===== src/rtl/multiword_add_sequencer.sv =====
// Wide two's-complement add/subtract built by stepping one WIDTH-bit ripple-carry
// adder over WORDS words, least-significant first, with the carry held in a register.

module rippleCarryAdder #(
    parameter int WIDTH = 32
) (
    input  logic [WIDTH-1:0] a,
    input  logic [WIDTH-1:0] b,
    input  logic             cin,
    output logic [WIDTH-1:0] sum,
    output logic             cout,
    output logic             overflow
);
    logic [WIDTH:0] c;

    always_comb begin
        c    = '0;
        sum  = '0;
        c[0] = cin;
        for (int i = 0; i < WIDTH; i++) begin
            sum[i]   = a[i] ^ b[i] ^ c[i];
            c[i+1]   = (a[i] & b[i]) | (c[i] & (a[i] ^ b[i]));
        end
    end

    assign cout     = c[WIDTH];
    // Signed overflow: carry into the sign bit differs from carry out of it.
    assign overflow = c[WIDTH] ^ c[WIDTH-1];
endmodule

module multiword_add_sequencer #(
    parameter int WIDTH = 32,
    parameter int WORDS = 4
) (
    input  logic                   clk,
    input  logic                   rst,
    input  logic                   start,
    input  logic                   sub,
    input  logic [WORDS*WIDTH-1:0] a,
    input  logic [WORDS*WIDTH-1:0] b,
    output logic                   busy,
    output logic                   done,
    output logic [WORDS*WIDTH-1:0] result,
    output logic                   carry_out,
    output logic                   overflow,
    output logic                   zero
);
    localparam int K_W = (WORDS > 2) ? $clog2(WORDS) : 1;
    localparam logic [K_W-1:0] K_LAST = K_W'(WORDS - 1);

    typedef enum logic [1:0] {IDLE, RUN, DONE} state_t;

    state_t                       state, state_next;
    logic                         accept;
    logic [WORDS-1:0][WIDTH-1:0]  a_reg, b_reg, res_q, res_next;
    logic [K_W-1:0]               k;
    logic                         carry_reg, sub_reg;
    logic                         last;
    logic [WIDTH-1:0]             add_sum;
    logic                         add_cin, add_cout, add_ovf;

    assign last    = (k == K_LAST);
    assign add_cin = (k == '0) ? sub_reg : carry_reg;

    rippleCarryAdder #(.WIDTH(WIDTH)) u_adder (
        .a        (a_reg[k]),
        .b        (b_reg[k]),
        .cin      (add_cin),
        .sum      (add_sum),
        .cout     (add_cout),
        .overflow (add_ovf)
    );

    // Current result with word k replaced, so zero sees the word being written.
    always_comb begin
        res_next    = res_q;
        res_next[k] = add_sum;
    end

    always_comb begin
        state_next = state;
        accept     = 1'b0;
        case (state)
            IDLE: begin
                if (start) begin
                    accept     = 1'b1;
                    state_next = RUN;
                end
            end
            RUN: begin
                if (last) state_next = DONE;
            end
            DONE: begin
                accept     = start;
                state_next = start ? RUN : IDLE;
            end
            default: state_next = IDLE;
        endcase
    end

    always_ff @(posedge clk or posedge rst) begin
        if (rst) state <= IDLE;
        else     state <= state_next;
    end

    // Operand latches need no reset: they are only read after an accepted start.
    always_ff @(posedge clk) begin
        if (accept) begin
            a_reg <= a;
            b_reg <= sub ? ~b : b;
        end
    end

    always_ff @(posedge clk or posedge rst) begin
        if (rst) begin
            k         <= '0;
            carry_reg <= 1'b0;
            sub_reg   <= 1'b0;
            res_q     <= '0;
            carry_out <= 1'b0;
            overflow  <= 1'b0;
            zero      <= 1'b0;
        end else if (accept) begin
            k       <= '0;
            sub_reg <= sub;
        end else if (state == RUN) begin
            res_q     <= res_next;
            carry_reg <= add_cout;
            if (last) begin
                carry_out <= add_cout;
                overflow  <= add_ovf;
                zero      <= (res_next == '0);
            end else begin
                k <= k + 1'b1;
            end
        end
    end

    assign busy   = (state == RUN);
    assign done   = (state == DONE);
    assign result = res_q;
endmodule


===== config.mk =====
export PLATFORM = sky130hd
export DESIGN_NAME = multiword_add_sequencer
export DESIGN_NICKNAME = d
export VERILOG_FILES = /design/src/rtl/multiword_add_sequencer.sv
export SDC_FILE = /design/constraint.sdc
export NUM_CORES = 1
export LEC_CHECK = 0
export CAP_MARGIN = 40
export CELL_PAD_IN_SITES_DETAIL_PLACEMENT = 1
export CELL_PAD_IN_SITES_GLOBAL_PLACEMENT = 1
export CORE_ASPECT_RATIO = 0.5
export CORE_MARGIN = 2
export CORE_UTILIZATION = 52
export CTS_CLUSTER_SIZE = 30
export DETAILED_ROUTE_END_ITERATION = 10
export DONT_BUFFER_PORTS = 1
export HOLD_SLACK_MARGIN = 0.12
export PLACE_DENSITY_LB_ADDON = 0.1
export REMOVE_ABC_BUFFERS = 1
export SLEW_MARGIN = 20
export SYNTH_ARGS = -nofsm -noshare
export SYNTH_HDL_FRONTEND = slang
export SYNTH_SLANG_ARGS = --single-unit

===== constraint.sdc =====
create_clock -name clk -period 19.7 [get_ports clk]
set_input_delay 2.955 -clock clk [delete_from_list [all_inputs] [get_ports clk]]
set_output_delay 2.955 -clock clk [all_outputs]
set_load 0.03 [all_outputs]

==> results of run 1 <==
==> through the flow <==
step	utilization, %	worst slack [ps]	hold slack (ps)
6_report	58.51	1962	541.6
5_1_grt	58.51	1227	561.6
4_1_cts	58.42	1830	539.1
3_5_place_dp	54.68	1864	524.1
3_3_place_gp	54.34	1961	489.5
2_1_floorplan	-	932.1	480.0
==> layout by cell type, fill, tap and decap left out, types with 4 or more instances in the layout <==
master / n
edfxtp_1: 256
dfrtp_1: 135
xor2_1: 128
nand2_1: 105
mux2_2: 81
mux4_2: 64
clkbuf_16: 37
nor4_1: 34
fa_1: 32
nor2_1: 24
o21ai_0: 14
a21oi_1: 12
inv_1: 12
buf_4: 10
mux2_1: 9
nor3_1: 8
clkbuf_8: 8
nand4_1: 6
clkbuf_1: 6
clkinv_1: 5
buf_16: 5
ha_1: 4
==> logic make-up after synthesis <==
family,after synthesis
flops,393
mux,157
fa+ha+maj,36
buf+inv,63
compound gates,36
simple gates,198
xor+xnor,130
==> cell usage after synthesis (2+ instances only) <==
master / n
a21oi_1: 12
a31oi_1: 2
buf_1: 11
buf_2: 14
clkbuf_1: 21
dfrtp_1: 137
edfxtp_1: 256
fa_1: 32
ha_1: 4
inv_1: 13
mux2_1: 9
mux2_2: 81
mux2i_1: 3
mux4_2: 64
nand2_1: 105
nand3_1: 3
nand3_2: 2
nand4_1: 6
nand4b_1: 3
nor2_1: 24
nor2b_1: 4
nor3_1: 8
nor4_1: 34
o21ai_0: 14
xnor2_1: 2
xor2_1: 128
==> path summary, 6_finish.rpt <==
check | from | to | slack (ps)
hold reg to reg | sub_reg | sub_reg | 540
min in group asynchronous | rst | result[120] | 2370
setup / recovery | k[1] | zero | 1960
setup reg to reg | k[1] | zero | 1960
hold / removal | sub_reg | sub_reg | 540
max in group asynchronous | rst | result[8] | 16230
==> metal layers <==
metal	vias to the layer above	track usage [%]	part of all wire, %
li1	3758	-	-
met1	4678	34.37	41
met2	290	42.05	50
met3	86	6.790	6.7
met4	0	7.643	2.7
met5	-	0	0
==> cell type report <==
cell class / instances / share of cell area, %
inverters: 14 / 0.3090
multi-input cells: 557 / 29.52
diodes: 1 / 0.01344
well taps: 432 / 2.902
repair buffers: 15 / 1.142
flip-flops and latches: 393 / 59.72
clock inverters: 12 / 0.7054
clock buffers: 51 / 5.684
==> critical path, delay by kind of cell, from the launching register on <==
family / cells / cell delay [ps]
buffers and inverters: 4 / 370
and+or+nand+nor: 3 / 710
DFF: 1 / 860
AOI/OAI and AO/OA: 3 / 530
muxes: 1 / 240
adders and majority gates: 33 / 14960
==> results_dict.tcl, run 1 <==
set metrics [dict create \
    status "finished, final reports clean" \
    synthCells 1013 \
    finalWirelength_microns 43090 \
    ys_seq_elements 393 \
    nNetsFinal 1313 \
    grt.overflow.total 0 \
    async_flop_share_pct 34.86 \
    fp.dieH_microns 131.4 \
    numCtsBuffers 36 \
    netlist-cell-type-count 47 \
    clock_skew_ps 18.75 \
    fin_tns_setup_ps 0 \
    clockRootBuffer "clkbuf_16" \
    fp.dieW_microns 258.9 \
    final-seq-area_sq_um 11120 \
    synth-edff-count 256 \
    drt_iter0_drc 688 \
    setup-violations-final 0 \
    critical_path.startpoint_type "register" \
    synth_fa_ha_area_share_pct 4.090 \
    fp-row-count 46 \
    slowest_stage "dfrtp_4" \
    gp_congestion 0.8645 \
    synth_flop_cell "edfxtp_1" \
    hold_violations 0 \
    synth_top_family_by_area "multiplexers" \
    grt_first_pass_wirelength_microns 64180 \
    cts_resized 0 \
    crit_path_frequent_cell "fa_1" \
    r2r_cells 44 \
    synth.area.top_cells "edfxtp_1 (46%), dfrtp_1 (20%), mux4_2 (8.5%)" \
    relSlewSlack_pct 52.88 \
    ios 393 \
    dpl.hpwl_microns 31310 \
    yosysTopAreaCell "edfxtp_1" \
    start_util_pct 53.06 \
    path_class "reg -> reg" \
    cts_tree "yes" \
    clk_latency_ps 520 \
    critPathRequiredTime_ps 20160 \
    grt_use_total_pct 25.82 \
    cts_hold_buf 0 \
    final_layout_size_suffix_gt1_share_pct 21.59 \
    avgSynthCellArea_sq_um 16.67 \
    synth_simple_gate_area_share_pct 5.586 \
    synth_top_area_share_pct 45.52 \
    syn_area_sq_um 16890 \
    design.core.area_sq_um 31830 \
    multi_input_area_sq_um 5498 \
    synth_compound_area_share_pct 1.378 \
    slowest_delay_ps 860 \
    path_clk_slew_ps 70 \
    clockBufferDepth 3 \
    ant_nets 0 \
    cp_max_fo 44 \
    finalMaxSlewViolations 0 \
    rsz0062_at_grt "false" \
    grt_max_degree 130 \
    synthToLayoutAreaGrowth_pct 10.28 \
    place_inst 1410 \
    synthMuxAreaShare_pct 14.71 \
    ys_seq_area_share_pct 65.82 \
    fin_crit_sh_pct 90.04 \
    period_needed_ps 17740 \
    antenna_found_initial 3 \
    cp.arrival_ps 18190 \
    tightest_slew_ps 706.8 \
    vias 8812 \
    portBuffers 0 \
    final_area_sq_um 18620 \
    dpl-instance-area_sq_um 17400 \
    maxCapViolations 0 \
    drc 0 \
    grt_pass1_vias 9818 \
    stdcell_count 1475 \
    firstDrtPassIters 5 \
    post_cts_buffers 0 \
    max_freq_mhz 56.38 \
    clock_tree.htree_level_count 2 \
    fillers 2825 \
    die-area_sq_um 34020 \
    hold_depth 1 \
    hold_path_class "reg -> reg" \
    end_kind "register" \
    viasPerCell 5.974 \
    yosys_warnings 0 \
    routedWlPerCell_microns 29.21 \
    synthXorXnorAreaFrac_pct 6.742 \
    clkSinkCount 393 \
]
Power of run 1 is left out: the tool's default activity adds up to more than one toggle a clock period on the data nets, which glitch-free logic cannot reach.
==> run 2: changes to the inputs <==
CTS_BUF_LIST = sky130_fd_sc_hd__clkbuf_16   (was not set)
==> results_dict.tcl, run 2 (same netlist as run 1, synthesis figures left out) <==
set metrics [dict create \
    whs_ps 539.1 \
    die-area_sq_um 34020 \
    fin_tns_setup_ps 0 \
    finalMaxSlewViolations 0 \
    min_from "sub_reg" \
    fin_crit_sh_pct 89.97 \
    ant_nets 0 \
    fp.dieW_microns 258.9 \
    rsz0062_at_grt "false" \
    grt.overflow.total 0 \
    grt_max_degree 130 \
    vias 8808 \
    viasPerCell 5.972 \
    clkSinkCount 393 \
    slowest_stage "dfrtp_4" \
    grt_first_pass_wirelength_microns 64100 \
    hold_violations 0 \
    final_layout_size_suffix_gt1_share_pct 21.21 \
    hold_path_class "reg -> reg" \
    post_cts_buffers 0 \
    fp.dieH_microns 131.4 \
    pre_cts_ws_ps 1864 \
    portBuffers 0 \
    clk_latency_ps 520 \
    critical_path.startpoint_type "register" \
    slowest_delay_ps 870 \
    cts_tree "yes" \
    path_class "reg -> reg" \
    nNetsFinal 1313 \
    cts_resized 0 \
    crit_path_frequent_cell "fa_1" \
    ios 393 \
    drt_iter0_drc 683 \
    setup_ws_ps 1975 \
    start_util_pct 53.06 \
    antenna_found_initial 2 \
    cts_hold_buf 0 \
    synthToLayoutAreaGrowth_pct 9.809 \
    firstDrtPassIters 5 \
    relSlewSlack_pct 52.52 \
    final_area_sq_um 18540 \
    status "finished, final reports clean" \
    period_needed_ps 17720 \
    final_common_cell "edfxtp_1" \
    end_kind "register" \
    gp_congestion 0.8645 \
    max_freq_mhz 56.42 \
    layout_common_cells "edfxtp_1 (256), dfrtp_1 (135), xor2_1 (128)" \
    clockBufferDepth 3 \
    clock_skew_ps 17.71 \
    maxCapViolations 0 \
    finalWirelength_microns 43090 \
    clockRootBuffer "clkbuf_16" \
    fillers 2830 \
    critPathRequiredTime_ps 20150 \
    clock_tree.htree_level_count 2 \
    tightest_slew_ps 712.2 \
    worstSetupStartpoint "k[1]" \
    cp_max_fo 44 \
    dpl-instance-area_sq_um 17400 \
    routedWlPerCell_microns 29.21 \
    path_clk_slew_ps 60 \
    dpl.hpwl_microns 31310 \
    fp-row-count 46 \
    grt_pass1_vias 9784 \
    drc 0 \
    cp.arrival_ps 18180 \
    numCtsBuffers 36 \
    r2r-start "k[1]" \
    design.core.area_sq_um 31830 \
    grt_use_total_pct 25.75 \
    setup-violations-final 0 \
]
## run 2: cell count changes in the layout (fill, tap and decap cells not counted), sizes merged
cell / previous run / this run
clkinv: 8 / 12
inv: 14 / 24
clkbuf: 51 / 37
## run 2: layout make-up
cell class	count	area [sq um]	share of cell area, %
clock buffer	37	925.9	4.993
sequential	393	11120	59.98
antenna	1	2.502	0.01349
multi-input combinational	557	5498	29.65
inverter	14	57.56	0.3104
timing repair buffer	15	212.7	1.147
clock inverter	26	183.9	0.9918
tap	432	540.5	2.915
## run 2: per-stage QoR
step                      utilization [%]  instances
after floorplan                         -        964
after global placement              54.34       1406
after detailed placement            54.68       1410
after CTS                           58.17       1473
after global routing                58.26       1475
final                               58.26       1475
## run 2: per-layer routing
metal | GRT usage, % | vias to the layer above | share of wire (%)
li1 | - | 3758 | -
met1 | 34.39 | 4670 | 40
met2 | 42.34 | 294 | 50
met3 | 6.578 | 86 | 6.9
met4 | 6.840 | 0 | 2.5
met5 | 0 | - | 0
## run 2: worst paths after layout
kind | endpoint | slack (ps) | depth (start not counted)
setup / recovery | zero | 1980 | 44
hold / removal | sub_reg | 540 | 1
setup reg to reg | zero | 1980 | 44
hold reg to reg | sub_reg | 540 | 1
max in group asynchronous | result[8] | 16240 | 3
min in group asynchronous | result[120] | 2380 | 1
## run 2: worst max-delay path, delay by kind of cell, from the launching register on
family	cells	cell delay, ps
DFF	1	870
adders and majority gates	33	14940
AOI/OAI and AO/OA	3	530
buffers and inverters	4	370
and+or+nand+nor	3	740
muxes	1	240
Power of run 2 is left out for the same reason.
==> run 3: changes to the inputs <==
CORE_UTILIZATION = 47   (was 52)
clock period = 14.2 ns   (was 19.7 ns; I/O delays follow)
==> results_dict.tcl, run 3 (same netlist as run 1, synthesis figures left out) <==
set metrics [dict create \
    slowest_stage "mux4_2" \
    ios 393 \
    finalMaxSlewViolations 0 \
    cp_max_fo 5 \
    grt_first_pass_wirelength_microns 65520 \
    fp.dieW_microns 272.1 \
    cts_hold_buf 0 \
    fp.dieH_microns 138.0 \
    status "finished, final reports clean" \
    final_layout_size_suffix_gt1_share_pct 27.10 \
    holdPathEnd "sub_reg" \
    path_clk_slew_ps 70 \
    end_kind "register" \
    die-area_sq_um 37560 \
    start_util_pct 47.33 \
    portBuffers 0 \
    reg2reg_slack_ps 190 \
    finalWirelength_microns 44470 \
    r2r_cells 44 \
    cp.arrival_ps 14490 \
    rr_endpoint "zero" \
    clkSinkCount 393 \
    antenna_found_initial 1 \
    cts_tree "yes" \
    maxCapViolations 0 \
    nNetsFinal 1340 \
    rsz0062_at_grt "true" \
    clock_tree.htree_level_count 2 \
    synthToLayoutAreaGrowth_pct 12.47 \
    routedWlPerCell_microns 28.62 \
    firstDrtPassIters 5 \
    grt_max_degree 130 \
    relSlewSlack_pct 46.94 \
    grt_use_total_pct 23.84 \
    fp-row-count 49 \
    design.core.area_sq_um 35680 \
    setup-violations-final 0 \
    period_needed_ps 14010 \
    drt_iter0_drc 677 \
    dpl.hpwl_microns 32040 \
    slowest_delay_ps 520 \
    clk_latency_ps 540 \
    crit_buf_inv 5 \
    hold_path_class "reg -> reg" \
    final_core_util_pct 53.23 \
    tightest_slew_ps 795.8 \
    drc 0 \
    numCtsBuffers 38 \
    critPathTopFamily "adder cells" \
    r2r-start "k[0]" \
    gp_congestion 0.8703 \
    grt.overflow.total 0 \
    min_from "sub_reg" \
    clockRootBuffer "clkbuf_16" \
    max_freq_mhz 71.36 \
    layout_common_cells "edfxtp_1 (256), dfrtp_1 (135), xor2_1 (128)" \
    clockBufferDepth 3 \
    diodes 0 \
    hold_depth 1 \
    final_common_cell "edfxtp_1" \
    critical_path.startpoint_type "register" \
    vias 8851 \
    hold_violations 0 \
    critPathRequiredTime_ps 14680 \
    fin_crit_sh_pct 98.69 \
    whs_ps 569.9 \
    clock_skew_ps 19.44 \
    path_class "reg -> reg" \
    crit_path_frequent_cell "fa_2" \
    grt_pass1_vias 9789 \
    ant_nets 0 \
    viasPerCell 5.696 \
]
run 3: cell count changes in the layout (fill, tap and decap cells not counted), sizes merged:
cell	change
clkinvlp	+1
diode	-1
clkbuf	+2
buf	+25
inv	-3
bufinv	+1
clkinv	+2
run 3: worst max-delay path by stage:
stage          start    to  slack (ps)  cells past startpoint
2_1_floorplan   k[0]  zero       -4570                     44
3_3_place_gp    k[0]  zero       -2970                     44
3_5_place_dp    k[0]  zero       -3250                     44
4_1_cts         k[0]  zero          10                     43
5_1_grt         k[0]  zero        -260                     44
6_report        k[0]  zero         190                     44
run 3: final cells by class:
class / count / area (sq um)
well taps: 484 / 605.6
multi-input cells: 557 / 5642
repair buffers: 40 / 356.6
clock inverters: 27 / 232.7
flip-flops and latches: 393 / 11120
inverters: 14 / 57.56
clock buffers: 39 / 975.9
fillers: 3297 / 16690
run 3: timing repair:
item / in CTS / in global routing
resized for setup: 42 / 7
setup endpoints to repair: 28 / 1
pin swaps: 32 / 5
setup buffers: 1 / 0
run 3: metrics by stage:
step	instance area [sq um]	instances	setup WS (ps)	setup TNS (ps)
after floorplan	16660	964	-4568	-93840
after global placement	17550	1484	-2965	-38860
after detailed placement	17600	1486	-3247	-43050
after CTS	18940	1553	12.31	0
after global routing	18990	1554	-256.1	-256.1
final	18990	1554	185.7	0
run 3: metal layers:
metal	share of wire, %	GRT usage (%)	wire (microns)
met4	2.6	6.362	1165
met3	5.8	6.062	2585
met2	51	40.05	22600
met1	41	31.14	18120
met5	0	0	0
Power of run 3 is left out for the same reason.
